[config.mk]
export PLATFORM = sky130hd
export DESIGN_NAME = sine_ram_arb_flat
export DESIGN_NICKNAME = d
export VERILOG_FILES = /design/src/rtl/sine_ram_arb_if.sv /design/src/rtl/sine_ram_arb.sv /design/src/flat_wrapper.sv
export SDC_FILE = /design/constraint.sdc
export NUM_CORES = 1
export LEC_CHECK = 0
export ABC_AREA = 1
export CAP_MARGIN = 20
export CORE_MARGIN = 4
export CORE_UTILIZATION = 38
export DETAILED_ROUTE_END_ITERATION = 10
export HOLD_SLACK_MARGIN = 0.05
export PLACE_DENSITY = 0.76
export SETUP_SLACK_MARGIN = 0.1
export SYNTH_ARGS = -nofsm -noshare
export SYNTH_HDL_FRONTEND = slang
export SYNTH_SLANG_ARGS = --single-unit
[constraint.sdc]
create_clock -name clk -period 1.5 [get_ports clk]
set_clock_uncertainty 0.2 [all_clocks]
set_input_delay 0.15 -clock clk [delete_from_list [all_inputs] [get_ports clk]]
set_output_delay 0.15 -clock clk [all_outputs]
set_load 0.01 [all_outputs]
[src/rtl/sine_ram_arb_if.sv]
// Request/response bundle between the sine-table requesters and the
// port-0 arbiter: datapath read channel plus host table-load write channel.
interface sine_ram_arb_if #(
    parameter int ADDR_W = 8,
    parameter int DATA_W = 32
);
    logic              rd_req;
    logic [ADDR_W-1:0] rd_addr;
    logic              rd_ready;
    logic              rd_valid;
    logic [DATA_W-1:0] rd_data;

    logic              host_wvalid;
    logic [ADDR_W-1:0] host_waddr;
    logic [DATA_W-1:0] host_wdata;
    logic [3:0]        host_wmask;
    logic              host_wready;

    // Requester side: datapath lookup and host loader.
    modport master (
        output rd_req, rd_addr,
        input  rd_ready, rd_valid, rd_data,
        output host_wvalid, host_waddr, host_wdata, host_wmask,
        input  host_wready
    );

    // Arbiter side.
    modport slave (
        input  rd_req, rd_addr,
        output rd_ready, rd_valid, rd_data,
        input  host_wvalid, host_waddr, host_wdata, host_wmask,
        output host_wready
    );
endinterface

[src/rtl/sine_ram_arb.sv]
// Port-0 controller for the 256x32 sine-table SRAM. Arbitrates between the
// phase-counter read path and the host table loader, tracks load progress,
// masks reads until the table is complete and drives the active-low
// csb0/web0 SRAM controls from registers.
module sine_ram_arb #(
    parameter int ADDR_W     = 8,
    parameter int DATA_W     = 32,
    parameter int RD_LAT     = 1,
    parameter int STARVE_LIM = 8
) (
    input  logic              clk,
    input  logic              reset,
    sine_ram_arb_if.slave     bus,
    input  logic              tbl_clear,
    output logic              table_ready,
    output logic [ADDR_W:0]   load_count,
    output logic              csb0,
    output logic              web0,
    output logic [3:0]        wmask0,
    output logic [ADDR_W-1:0] addr0,
    output logic [DATA_W-1:0] din0,
    input  logic [DATA_W-1:0] dout0
);
    localparam int                DEPTH      = 1 << ADDR_W;
    localparam logic [ADDR_W:0]   FULL_CNT   = DEPTH[ADDR_W:0];
    localparam int                SC_W       = $clog2(STARVE_LIM + 1);
    localparam logic [SC_W-1:0]   STARVE_MAX = STARVE_LIM[SC_W-1:0];

    logic [SC_W-1:0] starve_cnt;
    logic            force_wr;
    logic            wr_acc;
    logic            rd_acc;

    // Stage N of the read return pipe: a read is in flight, and whether it
    // touched the SRAM (table loaded at accept time) or must return zero.
    logic [RD_LAT:0] vld_p;
    logic [RD_LAT:0] live_p;

    // A write that has waited long enough overrides the read priority.
    assign force_wr        = (starve_cnt == STARVE_MAX);
    assign bus.host_wready = !bus.rd_req | force_wr;
    assign bus.rd_ready    = !(force_wr & bus.host_wvalid);

    // The grant equations make these mutually exclusive.
    assign wr_acc = bus.host_wvalid & bus.host_wready;
    assign rd_acc = bus.rd_req & bus.rd_ready;

    // Count consecutive blocked cycles of a pending write, saturating.
    always_ff @(posedge clk or negedge reset) begin
        if (!reset) begin
            starve_cnt <= '0;
        end else if (bus.host_wvalid && !wr_acc) begin
            if (starve_cnt != STARVE_MAX)
                starve_cnt <= starve_cnt + 1'b1;
        end else begin
            starve_cnt <= '0;
        end
    end

    // Load progress: count accepted writes up to DEPTH; a clear restarts
    // the count but still counts a write accepted on the same edge.
    always_ff @(posedge clk or negedge reset) begin
        if (!reset) begin
            load_count  <= '0;
            table_ready <= 1'b0;
        end else if (tbl_clear) begin
            load_count  <= wr_acc ? {{ADDR_W{1'b0}}, 1'b1} : '0;
            table_ready <= 1'b0;
        end else if (wr_acc && load_count != FULL_CNT) begin
            load_count <= load_count + 1'b1;
            if (load_count == FULL_CNT - 1'b1)
                table_ready <= 1'b1;
        end
    end

    // Registered SRAM port: one access per cycle, address/data hold when idle.
    always_ff @(posedge clk or negedge reset) begin
        if (!reset) begin
            csb0   <= 1'b1;
            web0   <= 1'b1;
            wmask0 <= '0;
            addr0  <= '0;
            din0   <= '0;
        end else if (wr_acc) begin
            csb0   <= 1'b0;
            web0   <= 1'b0;
            wmask0 <= bus.host_wmask;
            addr0  <= bus.host_waddr;
            din0   <= bus.host_wdata;
        end else if (rd_acc && table_ready) begin
            csb0   <= 1'b0;
            web0   <= 1'b1;
            wmask0 <= '0;
            addr0  <= bus.rd_addr;
        end else begin
            csb0   <= 1'b1;
            web0   <= 1'b1;
            wmask0 <= '0;
        end
    end

    // Read return pipe: stage 0 loads on the accept edge, stage RD_LAT
    // lines up with dout0 being valid on the following edge.
    always_ff @(posedge clk or negedge reset) begin
        if (!reset) begin
            vld_p  <= '0;
            live_p <= '0;
        end else begin
            // stage 0: accept edge
            // stages 1..RD_LAT: SRAM access and read latency
            vld_p  <= {vld_p[RD_LAT-1:0], rd_acc};
            live_p <= {live_p[RD_LAT-1:0], rd_acc & table_ready};
        end
    end

    // Capture: return the SRAM word, or zero for reads masked at accept.
    always_ff @(posedge clk or negedge reset) begin
        if (!reset) begin
            bus.rd_valid <= 1'b0;
            bus.rd_data  <= '0;
        end else begin
            bus.rd_valid <= vld_p[RD_LAT];
            if (vld_p[RD_LAT])
                bus.rd_data <= live_p[RD_LAT] ? dout0 : '0;
        end
    end
endmodule

[src/flat_wrapper.sv]
// flat-port wrapper written by rule: the top's interface ports become plain ports
module sine_ram_arb_flat 
#(
    parameter int ADDR_W     = 8,
    parameter int DATA_W     = 32,
    parameter int RD_LAT     = 1,
    parameter int STARVE_LIM = 8
)
  (clk, reset, tbl_clear, table_ready, load_count, csb0, web0, wmask0, addr0, din0, dout0, bus_rd_req, bus_rd_addr, bus_rd_ready, bus_rd_valid, bus_rd_data, bus_host_wvalid, bus_host_waddr, bus_host_wdata, bus_host_wmask, bus_host_wready);
  sine_ram_arb_if #(.ADDR_W(ADDR_W), .DATA_W(DATA_W)) bus_i ();
  input  logic clk;
  input  logic reset;
  input  logic tbl_clear;
  output logic table_ready;
  output logic [ADDR_W:0] load_count;
  output logic csb0;
  output logic web0;
  output logic [3:0] wmask0;
  output logic [ADDR_W-1:0] addr0;
  output logic [DATA_W-1:0] din0;
  input  logic [DATA_W-1:0] dout0;
  input wire logic [$bits(bus_i.rd_req)-1:0] bus_rd_req;
  input wire logic [$bits(bus_i.rd_addr)-1:0] bus_rd_addr;
  output wire logic [$bits(bus_i.rd_ready)-1:0] bus_rd_ready;
  output wire logic [$bits(bus_i.rd_valid)-1:0] bus_rd_valid;
  output wire logic [$bits(bus_i.rd_data)-1:0] bus_rd_data;
  input wire logic [$bits(bus_i.host_wvalid)-1:0] bus_host_wvalid;
  input wire logic [$bits(bus_i.host_waddr)-1:0] bus_host_waddr;
  input wire logic [$bits(bus_i.host_wdata)-1:0] bus_host_wdata;
  input wire logic [$bits(bus_i.host_wmask)-1:0] bus_host_wmask;
  output wire logic [$bits(bus_i.host_wready)-1:0] bus_host_wready;
  assign bus_i.rd_req = bus_rd_req;
  assign bus_i.rd_addr = bus_rd_addr;
  assign bus_rd_ready = bus_i.rd_ready;
  assign bus_rd_valid = bus_i.rd_valid;
  assign bus_rd_data = bus_i.rd_data;
  assign bus_i.host_wvalid = bus_host_wvalid;
  assign bus_i.host_waddr = bus_host_waddr;
  assign bus_i.host_wdata = bus_host_wdata;
  assign bus_i.host_wmask = bus_host_wmask;
  assign bus_host_wready = bus_i.host_wready;
  sine_ram_arb #(.ADDR_W(ADDR_W), .DATA_W(DATA_W), .RD_LAT(RD_LAT), .STARVE_LIM(STARVE_LIM)) u_core (.clk(clk), .reset(reset), .bus(bus_i), .tbl_clear(tbl_clear), .table_ready(table_ready), .load_count(load_count), .csb0(csb0), .web0(web0), .wmask0(wmask0), .addr0(addr0), .din0(din0), .dout0(dout0));
endmodule
==> out/qor.json <==
{
  "cp.required_ns": 1.61,
  "final_util_pct": 68.3,
  "synth_async_sr_flop_share_pct": 100,
  "peak_fanout_along_the_critical_path": 5,
  "grt_pass1_vias": 4009,
  "globalplace.congestion": 0.852,
  "worst_skew_pair_latency_ns": 0.36,
  "die_y_um": 112,
  "core_region_area_um2": 10400,
  "fillCellCount": 776,
  "synth_cell_types": 25,
  "ys_dominant_reg_cell": "sky130_fd_sc_hd__dfrtp_1",
  "synth_top_cell_by_area": "sky130_fd_sc_hd__dfrtp_1",
  "dr_total_vias": 4120,
  "finalInstanceArea_um2": 7110,
  "max_slew.worst_pin.slew_ns": 0.489,
  "detailedRoute.firstIterationViolations": 316,
  "antenna_violating_nets_post_route": 0,
  "critPathArrivalTime_ns": 1.81,
  "synth_area_leaders": "sky130_fd_sc_hd__dfrtp_1 58%, sky130_fd_sc_hd__nand2_1 16%, sky130_fd_sc_hd__nand3_1 6.5%",
  "synth-warning-count": 0,
  "place_hpwl_mm": 8.94,
  "num_rows": 37,
  "cts-htree-levels": 3,
  "final_period_minus_worst_setup_slack_ns": 1.71,
  "fmax_ghz": 0.585,
  "globalRoute.totalOverflow": 0,
  "setup_viol": 58,
  "timing.critical_path.from_type": "flop",
  "hold_violations": 0,
  "wl_per_cell_um": 15.3,
  "io_buffer_count": 179,
  "global_route.usage.total_pct": 19.4,
  "num_io_pins": 180,
  "worstHoldPathType": "primary input to async pin",
  "floorplan.initialDensity_pct": 39.5,
  "total_power_mw": 5.82,
  "worst_slew_margin_rel_pct": 67.3,
  "post_synth_inst_count": 478,
  "route.detailed.vias_per_inst": 4.79,
  "cts_tree": "done",
  "area_of_the_mapped_netlist_um2": 4110,
  "final_min_period_over_clock_period_pct": 114,
  "antenna_cells": 0,
  "ys_seq_area_share_pct": 59.1,
  "placedInstanceArea_um2": 6400,
  "status": "finished with violations",
  "static-leakage-power_nw": 3.45,
  "die_w_um": 112,
  "rsz_0062_raised_after_global_routing": "true",
  "setup.worst_path.class": "flop to flop",
  "wire_length_of_the_first_global_routing_pass_mm": 19.9,
  "fin_ws_ns": -0.208,
  "setup-tns-final_ns": -9.10,
  "synthToLayoutAreaGrowth_pct": 73.0,
  "ir_worst_vdd_uv": 424,
  "slew_violations": 0,
  "post-synth-top-area-fraction_pct": 57.8,
  "total_power_per_unit_cell_area_nw_per_um2": 819,
  "clkTransAtPathRegs_ns": 0.09,
  "failed_checks": "setup timing",
  "cts_max_path_buffers": 2,
  "tritoncts.num_buffers": 9,
  "synth.most_common_cell": "sky130_fd_sc_hd__nand2_1",
  "tritoncts_num_sinks": 97,
  "drv.max_cap_violation_count": 0,
  "drc": 0,
  "grt_antenna_before_repair": 0,
  "timing.reg2reg.setup_slack_ns": -0.21,
  "design.die.area_um2": 12500,
  "num-nets-final": 814,
  "synth.top_cells.by_count": "175 x sky130_fd_sc_hd__nand2_1, 95 x sky130_fd_sc_hd__dfrtp_1, 53 x sky130_fd_sc_hd__nand3_1, 52 x sky130_fd_sc_hd__inv_1, 33 x sky130_fd_sc_hd__o21ai_0",
  "finalWirelength_mm": 13.2,
  "mappedNetlistNets": 572,
  "dp_slack_ns": -0.242,
  "cts_root_buf": "sky130_fd_sc_hd__clkbuf_8",
  "cp-end-kind": "flop",
  "synth.avg_cell_area_um2": 8.60,
  "grt_max_degree": 66,
  "synth_seq_cells": 97,
  "final_layout_size_suffix_gt1_share_pct": 25.0,
  "detailedRoute.firstPassIterationCount": 5,
  "synth_enable_flop_cells": 0
}
## metal layers
| metal | wire length (um) | track usage [%] | vias to the layer above |
|---|---|---|---|
| met5 | 0 | 0 | - |
| met4 | 214 | 5.77 | 0 |
| met3 | 1180 | 4.80 | 20 |
| met2 | 6450 | 33.3 | 187 |
| met1 | 5360 | 24.5 | 1951 |
| li1 | - | - | 1962 |
## cell type report
class / count / area, um2 / area share (%)
clock buffer: 12 / 155 / 2.18
clock inverter: 4 / 51.3 / 0.721
inverter: 54 / 208 / 2.92
multi-input combinational: 308 / 1650 / 23.3
sequential: 97 / 2430 / 34.2
tap: 136 / 170 / 2.39
timing repair buffer: 250 / 2440 / 34.3
## flip-flops by register name, summed over array words and instances, names as in the netlist
name / cells
u_core.addr0: 8
u_core.din0: 32
u_core.starve_cnt: 4
u_core.web0: 1
u_core.live_p: 2
u_core.wmask0: 4
u_core.bus.rd_data: 32
u_core.vld_p: 2
u_core.load_count: 9
u_core.bus.rd_valid: 1
u_core.table_ready: 1
u_core.csb0: 1
## cells by family (layout without fill, tap and decap cells)
| logic type | count (synthesis) | after routing | synth area share (%) |
|---|---|---|---|
| AOI/OAI and AO/OA | 36 | 36 | 4.72 |
| xor gates and xnor gates | 4 | 4 | 0.852 |
| adders and majority gates | 5 | 5 | 1.52 |
| buffers and inverters | 74 | 320 | 7.46 |
| DFF | 97 | 97 | 59.1 |
| and+or+nand+nor | 262 | 263 | 26.4 |
## stage by stage
stage | instances | hold WS [ns]
global route | 861 | 0.0839
global placement | 809 | -0.0955
floorplan | 478 | -0.346
finish | 861 | 0.0704
detailed placement | 809 | -0.0907
CTS | 843 | 0.0545
## final timing paths
path / start / cells past startpoint / to
setup / recovery: u_core.starve_cnt[0] / 9 / u_core.load_count[4]
hold / removal: reset / 2 / u_core.bus.rd_data[10]
setup reg to reg: u_core.starve_cnt[0] / 9 / u_core.load_count[4]
hold reg to reg: u_core.vld_p[0] / 0 / u_core.vld_p[1]
max in group asynchronous: reset / 3 / u_core.csb0
min in group clk: bus_host_wdata[0] / 3 / u_core.din0[0]
## cell usage in the layout, fill, tap and decap left out, drive strengths merged
| master | Yosys | routed |
|---|---|---|
| inv | 54 | 54 |
| xnor2 | 1 | 1 |
| nand4 | 1 | 1 |
| clkdlybuf4s15 | 0 | 59 |
| nand3 | 54 | 54 |
| nor2 | 25 | 25 |
| dfstp | 2 | 2 |
| a21oi | 2 | 2 |
| ha | 5 | 5 |
| bufinv | 0 | 1 |
| o21bai | 1 | 1 |
| clkinv | 0 | 2 |
| nand2 | 180 | 181 |
| nor3b | 1 | 1 |
| clkbuf | 7 | 34 |
| buf | 13 | 77 |
| clkdlybuf4s50 | 0 | 87 |
| xor2 | 3 | 3 |
| dfrtp | 95 | 95 |
| dlygate4sd2 | 0 | 4 |
| nor3 | 1 | 1 |
| dlygate4sd3 | 0 | 1 |
| clkinvlp | 0 | 1 |
| o21ai | 33 | 33 |
## report_power, final
group | switching (mW) | leakage [nW] | internal, mW
clock network | 0.911 | 0.103 | 0.864
logic | 0.541 | 2.07 | 0.632
registers | 0.101 | 1.27 | 2.77
total | 1.55 | 3.45 | 4.27
## what timing repair did
item,4_1_cts,5_1_grt
pin swaps,10,18
gates cloned,1,5
resized for setup,201,95
setup buffers,19,15
setup endpoints to repair,148,106
hold buffers,1,0
hold endpoints to repair,95,0
## worst max-delay path: stages (launching register included)
cell and delay, ns:
sky130_fd_sc_hd__dfrtp_1 0.40, sky130_fd_sc_hd__inv_2 0.07, sky130_fd_sc_hd__ha_4 0.15, sky130_fd_sc_hd__nand3_4 0.10
sky130_fd_sc_hd__a21oi_4 0.26, sky130_fd_sc_hd__buf_12 0.17, sky130_fd_sc_hd__nand2_8 0.07, sky130_fd_sc_hd__nand2_8 0.09
sky130_fd_sc_hd__nand2_4 0.05, sky130_fd_sc_hd__nand2_2 0.08
No activity file was read; power rests on OpenSTA's default activity.
